$ cat src/rtl/doodle_motion.sv
// Doodle kinematics: position, jump rise and vertical speed, updated once per frame_tick.
// Define DOODLE_WRAP_EN for horizontal screen wrap; otherwise x is clamped to [X_MIN, X_MAX].
module doodle_motion #(
  parameter int unsigned START_X      = 459,
  parameter int unsigned START_Y      = 470,
  parameter int unsigned X_MIN        = 157,
  parameter int unsigned X_MAX        = 761,
  parameter int unsigned Y_TOP        = 48,
  parameter int unsigned H_STEP       = 3,
  parameter int unsigned MAX_SPEED    = 8,
  parameter int unsigned ACCEL_FRAMES = 4
) (
  input  logic        clk_i,
  input  logic        rst_ni,
  input  logic        frame_tick_i,
  input  logic        q_i_i,
  input  logic        q_up_i,
  input  logic        q_down_i,
  input  logic        q_done_i,
  input  logic        is_in_middle_i,
  input  logic        btn_left_i,
  input  logic        btn_right_i,
  output logic [15:0] object_x_o,
  output logic [15:0] object_y_o,
  output logic [9:0]  up_count_o,
  output logic [3:0]  vert_speed_o
);

  localparam int unsigned AccW = $clog2(ACCEL_FRAMES + 1);
  localparam logic [AccW-1:0] AccLast = AccW'(ACCEL_FRAMES - 1);
  localparam logic [16:0] XMin = 17'(X_MIN);
  localparam logic [16:0] XMax = 17'(X_MAX);
  localparam logic [16:0] YTop = 17'(Y_TOP);
  localparam logic [16:0] HStep = 17'(H_STEP);
  localparam logic [16:0] YLimit = 17'd1023;
  localparam logic [3:0] MaxSpeed = 4'(MAX_SPEED);

  typedef enum logic [1:0] {ModeI, ModeUp, ModeDown, ModeDone} mode_e;

  logic [15:0]     x_q, x_d, y_q, y_d;
  logic [9:0]      up_q, up_d;
  logic [3:0]      speed_q, speed_d;
  logic [AccW-1:0] acc_q, acc_d;
  logic            up_prev_q, down_prev_q;

  mode_e       mode;
  logic        up_entry, down_entry, acc_wrap;
  logic [16:0] x_left, x_right, x_next, y_rise, y_fall;
  logic [10:0] up_sum;

  always_comb begin
    unique case ({q_done_i, q_down_i, q_up_i, q_i_i})
      4'b0010: mode = ModeUp;
      4'b0100: mode = ModeDown;
      4'b1000: mode = ModeDone;
      default: mode = ModeI;
    endcase
  end

  assign up_entry   = q_up_i & ~up_prev_q;
  assign down_entry = q_down_i & ~down_prev_q;
  assign acc_wrap   = (acc_q == AccLast);

  // 17-bit arithmetic so a step below zero shows up as a huge value rather than wrapping.
  always_comb begin
    x_left  = {1'b0, x_q} - HStep;
    x_right = {1'b0, x_q} + HStep;
    x_next  = {1'b0, x_q};
    if (btn_left_i && !btn_right_i) begin
      if (x_left[16] || (x_left < XMin)) begin
`ifdef DOODLE_WRAP_EN
        x_next = XMax;
`else
        x_next = XMin;
`endif
      end else begin
        x_next = x_left;
      end
    end else if (btn_right_i && !btn_left_i) begin
      if (x_right > XMax) begin
`ifdef DOODLE_WRAP_EN
        x_next = XMin;
`else
        x_next = XMax;
`endif
      end else begin
        x_next = x_right;
      end
    end
  end

  always_comb begin
    up_sum = {1'b0, up_q} + {7'd0, speed_q};
    y_rise = ({1'b0, y_q} < (YTop + {13'd0, speed_q})) ? YTop
                                                       : ({1'b0, y_q} - {13'd0, speed_q});
    y_fall = {1'b0, y_q} + {13'd0, speed_q};
    if (y_fall > YLimit) y_fall = YLimit;
  end

  always_comb begin
    x_d     = x_q;
    y_d     = y_q;
    up_d    = up_q;
    speed_d = speed_q;
    acc_d   = acc_q;
    unique case (mode)
      ModeUp: begin
        if (frame_tick_i) x_d = x_next[15:0];
        if (up_entry) begin
          up_d    = '0;
          speed_d = MaxSpeed;
          acc_d   = '0;
        end else if (frame_tick_i) begin
          up_d = up_sum[10] ? 10'd1023 : up_sum[9:0];
          if (!is_in_middle_i) y_d = y_rise[15:0];
          acc_d = acc_wrap ? '0 : acc_q + 1'b1;
          if (acc_wrap && (speed_q > 4'd1)) speed_d = speed_q - 4'd1;
        end
      end
      ModeDown: begin
        if (frame_tick_i) x_d = x_next[15:0];
        if (down_entry) begin
          speed_d = 4'd1;
          acc_d   = '0;
        end else if (frame_tick_i) begin
          y_d   = y_fall[15:0];
          acc_d = acc_wrap ? '0 : acc_q + 1'b1;
          if (acc_wrap && (speed_q < MaxSpeed)) speed_d = speed_q + 4'd1;
        end
      end
      ModeDone: ;
      default: begin
        x_d     = 16'(START_X);
        y_d     = 16'(START_Y);
        up_d    = '0;
        speed_d = '0;
        acc_d   = '0;
      end
    endcase
  end

  always_ff @(posedge clk_i or negedge rst_ni) begin
    if (!rst_ni) begin
      x_q         <= 16'(START_X);
      y_q         <= 16'(START_Y);
      up_q        <= '0;
      speed_q     <= '0;
      acc_q       <= '0;
      up_prev_q   <= 1'b0;
      down_prev_q <= 1'b0;
    end else begin
      x_q         <= x_d;
      y_q         <= y_d;
      up_q        <= up_d;
      speed_q     <= speed_d;
      acc_q       <= acc_d;
      up_prev_q   <= q_up_i;
      down_prev_q <= q_down_i;
    end
  end

  assign object_x_o   = x_q;
  assign object_y_o   = y_q;
  assign up_count_o   = up_q;
  assign vert_speed_o = speed_q;

endmodule

$ cat config.mk
export PLATFORM = sky130hd
export DESIGN_NAME = doodle_motion
export DESIGN_NICKNAME = d
export VERILOG_FILES = /design/src/rtl/doodle_motion.sv
export SDC_FILE = /design/constraint.sdc
export NUM_CORES = 1
export LEC_CHECK = 0
export ABC_AREA = 0
export CORE_ASPECT_RATIO = 0.6
export CORE_MARGIN = 2
export CORE_UTILIZATION = 50
export DETAILED_ROUTE_END_ITERATION = 16
export DONT_BUFFER_PORTS = 1
export SETUP_SLACK_MARGIN = 0.2
export SKIP_CTS_REPAIR_TIMING = 1
export SYNTH_ARGS = -nofsm -noshare
export SYNTH_HDL_FRONTEND = slang
export SYNTH_SLANG_ARGS = --single-unit
$ cat constraint.sdc
create_clock -name clk_i -period 3.5 [get_ports clk_i]
set_clock_uncertainty 0.1 [all_clocks]
set_input_delay 0.525 -clock clk_i [delete_from_list [all_inputs] [get_ports clk_i]]
set_output_delay 0.525 -clock clk_i [all_outputs]
set_load 0.02 [all_outputs]
# After elaboration in Yosys (flattened, before gate mapping)
# Index checks and enable logic that the tools add are counted.
# Widths: inputs -> output; s select.
# word_totals
register_bits,51
wordCells,90
inputBits,10
# op_classes
eq_ne,18
n_mux,31
order_cmp,6
add_sub_neg,9
bitwise_logic,6
n_reduce_logical,13
# op_table
cell,n
$mux 16,12
$pmux 16 s3,1
$gt 17x10->1 const B,2
$pmux 16 s2,1
$mux 10,3
$mux 4,6
$pmux 10 s2,1
$add 16x2->17 const B,1
$add 16x4->17,1
$lt 17x8->1 const B,1
$sub 16x2->17 const B,1
$lt 16x7->1,1
$sub 16x4->16,1
$mux 3,4
$ne 3x3->1 const B,4
$pmux 4 s3,1
$add 10x4->11,1
$ne 2x2->1 const B,5
$pmux 3 s3,1
$add 6x4->7 const A,1
$pmux 2 s3,1
$reduce_and 6->1,1
$reduce_and 5->1,1
$add 4x1->4 const B,1
20 further kinds,30

# Depth between registers and ports, before layout
# logic_depth
ltp_word,7
ltp_mapped,13
ltp_nobuf,12

# Worst setup path after synthesis
# No wires, ideal clock.
# synth_path
path_kind,flip-flop to flip-flop
startpoint,register x_q[0] (netlist: object_x_o[0])
endpoint,register x_q[10] (netlist: object_x_o[10])
setup_ns,0.139
synth_period_minus_slack_ns,3.284
arrival_time_ns,3.045
stages_incl_launch_ff,13
path_buffers,2
t_required_ns,3.261
path_slack_ns,0.216
cell_sequence,dfstp_2 -> clkbuf_1 -> inv_1 -> ha_1 -> nor2b_1 -> nand4_1 -> and2_1 -> a221o_1 -> o21a_2 -> o21bai_2 -> buf_6 -> a31oi_1 -> a31oi_1
# synth_between
elab_chain_len,7
# synth_rtl
item,line,rtl
"start, declared",40,"logic [15:0] x_q, x_d, y_q, y_d;"
"start signal, assigned",144,x_q <= 16'(START_X);
$add 16x2->17 / $sub 16x2->17 (equally long branches),"67, 66",
$gt 17x10->1 / $lt 17x8->1 (equally long branches),"80, 70",
$mux 16 / $logic_or 1x1->1 (equally long branches),"80, 70",
"$mux 16, on equally long branches","79, 70",
$mux 16 (*),69,if (btn_left_i && !btn_right_i) begin
$mux 16 (*),"108, 121",
$pmux 16 s2 (*),106,unique case (mode)
# Mark *: on every way between the ends. The rest lies on a longest branch, timed or not. The select of a mux whose other input is x is not followed.
# A chain may end at the register's enable or synchronous reset.

# Final worst setup path
# layout_path
startpoint,register x_q[1] (netlist: object_x_o[1])
endpoint,register x_q[4] (netlist: object_x_o[4])
# Same word-level chain as after synthesis.

==> results by group <==
Status
  • Status: finished clean

Place
  • Final GP Congestion: 1.02
  • DP Cell Count: 693
  • Detailed Place HPWL: roughly 11 mm
  • Pre-CTS setup slack: 0.193 ns
  • PortBufs: 0

Power and ir drop
  • P per Cell Area: between 300 and 400 mW/mm^2
  • Int Pwr: 1.09 mW
  • Combinational power share: 0.266
  • Lkg Pwr: a little over 2 nW
  • Sw Ratio: 0.338
  • Sw power: 556 uW
  • Max rail drop VDD: 0.224 mV
  • Total power: 1.65 mW
  • Clk network pwr share: 0.325
  • Register share of total power: 0.408

Synth
  • Syn avg cell area: between 7 and 8 sq um
  • Cells after Synth: 581
  • Number of synthesized flops with an enable pin: 0
  • Post-synth net total: 616
  • Seq/Total Area, Yosys: 0.283
  • Largest cells by area after synthesis: dfrtp_1 (21%), dfstp_2 (6.9%), ha_1 (6.0%), o21ai_0 (5.1%), a21oi_1 (4.4%)
  • Post-synth cell types: 71
  • Seq cells post-synth: 51
  • Yosys warns: 0
  • Synth top area share: 0.214
  • Synthesized cell area: 0.00456 sq mm
  • Ys flop type: dfrtp_1
  • Area leader, netlist: dfrtp_1
  • Async set-reset flop share out of synthesis: 1.00

Critical path
  • WS Path Type: reg2reg
  • Most common cell on crit path: a21oi_1
  • Critical Path RT: 3.57 ns
  • Cell Chain, Critical Path: ha_1 -> or4_1 -> nor4_4 -> nor2_1 -> a21oi_1 -> nor3b_4 -> buf_4 -> o31ai_1 -> a21oi_1 -> o32a_1
  • Critical path launch point type: flop
  • Worst EP arrival: 3.26 ns
  • Critical Path End Type: flop
  • Worst path slowest cell: or4_1
  • Critical path peak fanout: 11
  • CP peak stage delay: roughly 0.54 ns

Route
  • Pre-antenna DRT Iters: 6
  • Drt via density: 6.74
  • DRT Wirelength: roughly 14 mm
  • # DRC: 0
  • Post-route ant nets: 0
  • Via Count: 4749
  • Wire per inst: 20.2 microns
  • 1st-iter DRT viols: approximately 600

Worst hold path
  • Worst hold path class: in2reg

Timing
  • Slew of the pin with the lowest slew margin: 0.667 ns
  • Period utilization: 0.911
  • Final worst slack: 0.311 ns
  • Final hold vios: 0
  • TNS Setup: 0 ns
  • RSZ-0062 raised after global routing: yes
  • Max transition margin: 0.556
  • Final number of setup-violating endpoints: 0
  • F_max: 314 MHz
  • Min Tclk post-route: 3.19 ns
  • Final Max Tran Viols: 0

Floorplanning
  • Core ar.: 0.00869 sq mm
  • Initial Util: 0.525
  • Full die area: 0.00992 sq mm
  • Die Span Y: 78.0 microns
  • Die W: between 100 and 150 microns
  • Rows: 26
  • Num ports: 56

Clocking
  • CTS tree: built
  • Root Driver: clkbuf_16
  • Num CTS Buffers: 5
  • Htree depth: 2
  • Clock Latency Late Sink: ~0.3 ns
  • CTS max path bufs: 2
  • Clock Sinks: 51
  • CTS clock-pin slew for the worst setup and hold paths: 0.07 ns

Cells and area
  • Multi-input gate area: between 0.003 and 0.004 sq mm
  • Fillcell total: 798
  • Commonest non-fill, non-tap cell in the layout: nor2_1
  • Nets: 627
  • Final Instance Count excl. Fillers: 705
  • Area Growth Syn to Fin: 11.4%
  • Layout cell share with drive strength beyond 1: 0.142
  • Register area: 0.00130 sq mm
  • Most frequent cells in the layout: nor2_1 (50), o21ai_0 (46), a21oi_1 (38), dfrtp_1 (38)
  • Diodes inserted: 0

Global routing
  • All-layer global routing usage: 0.288
  • First-pass GRT wire length: 22.9 mm
  • Largest net degree at the start of global routing: 52
  • Total grt overflow: 0
  • Number of global-route vias before repair: about 4300
  • Initial antenna violation count: 0

Job
  • Max Cap Viol: 0
==> cell type report <==
type                    count  share of cell area
multi-input cells         463               0.601
repair buffers             38              0.0606
well taps                 112              0.0276
clock buffers               7              0.0301
clock inverters             1             0.00148
inverters                  33              0.0244
flip-flops and latches     51               0.255
==> per-stage QoR <==
stage,utilization,area (sq um),hold slack (ns)
after floorplan,-,4560,0.129
after global placement,0.554,4810,0.130
after detailed placement,0.554,4810,0.131
after CTS,0.572,4970,-0.186
after global routing,0.585,5080,0.142
final,0.585,5080,0.153
==> worst max-delay path: cells and delay by family, from the launching register on <==
family / cells / cell delay [ns]
and+or+nand+nor: 4 / 0.91
AOI/OAI and AO/OA: 4 / 1.04
DFF: 1 / 0.53
adders and majority gates: 1 / 0.32
buffers and inverters: 1 / 0.17
==> layer usage <==
metal	vias up	wire length (microns)	track usage
li1	2172	-	-
met4	0	136	0.0462
met1	2244	6900	0.470
met3	17	1940	0.0979
met5	-	0	0
met2	316	5270	0.355
==> flip-flops by register name, summed over array words and instances, names as in the netlist <==
signal	count
acc_q	3
down_prev_q	1
object_x_o	16
object_y_o	16
up_count_o	10
up_prev_q	1
vert_speed_o	4
==> cell families after synthesis <==
family                     synth area share
AOI/OAI and AO/OA                     0.291
DFF                                   0.283
muxes                                0.0203
adders and majority gates            0.0736
xor gates and xnor gates             0.0211
and+or+nand+nor                       0.251
buffers and inverters                0.0601
==> power by group through the flow <==
stage	logic (mW)	registers (mW)	clock network, mW
floorplan	0.289	0.678	0
global placement	0.388	0.680	0
detailed placement	0.393	0.681	0
CTS	0.395	0.670	0.541
global route	0.474	0.677	0.569
finish	0.438	0.672	0.536
==> synth_stat cells, drive strengths merged (12+ instances only) <==
| cell | count |
|---|---|
| nand3 | 27 |
| o31ai | 12 |
| nand2 | 37 |
| dfrtp | 39 |
| a21oi | 40 |
| inv | 32 |
| clkbuf | 26 |
| o21ai | 52 |
| ha | 22 |
| nor2 | 50 |
| nor3 | 27 |
| dfstp | 12 |
| a31oi | 14 |
==> path summary, 6_finish.rpt <==
| check | start | end | slack (ns) | cells past startpoint |
|---|---|---|---|---|
| hold reg to reg | acc_q[2]$_DFFE_PN0P_ | acc_q[2]$_DFFE_PN0P_ | 0.43 | 2 |
| setup / recovery | object_x_o[1]$_DFFE_PN1P_ | object_x_o[4]$_DFFE_PN0P_ | 0.31 | 10 |
| hold / removal | q_down_i | down_prev_q$_DFF_PN0_ | 0.15 | 0 |
| max in group asynchronous | rst_ni | object_x_o[7]$_DFFE_PN1P_ | 2.36 | 2 |
| min in group asynchronous | rst_ni | object_y_o[0]$_DFFE_PN0P_ | 0.62 | 2 |
| setup reg to reg | object_x_o[1]$_DFFE_PN1P_ | object_x_o[4]$_DFFE_PN0P_ | 0.31 | 10 |
No activity file was read; power rests on OpenSTA's default activity.
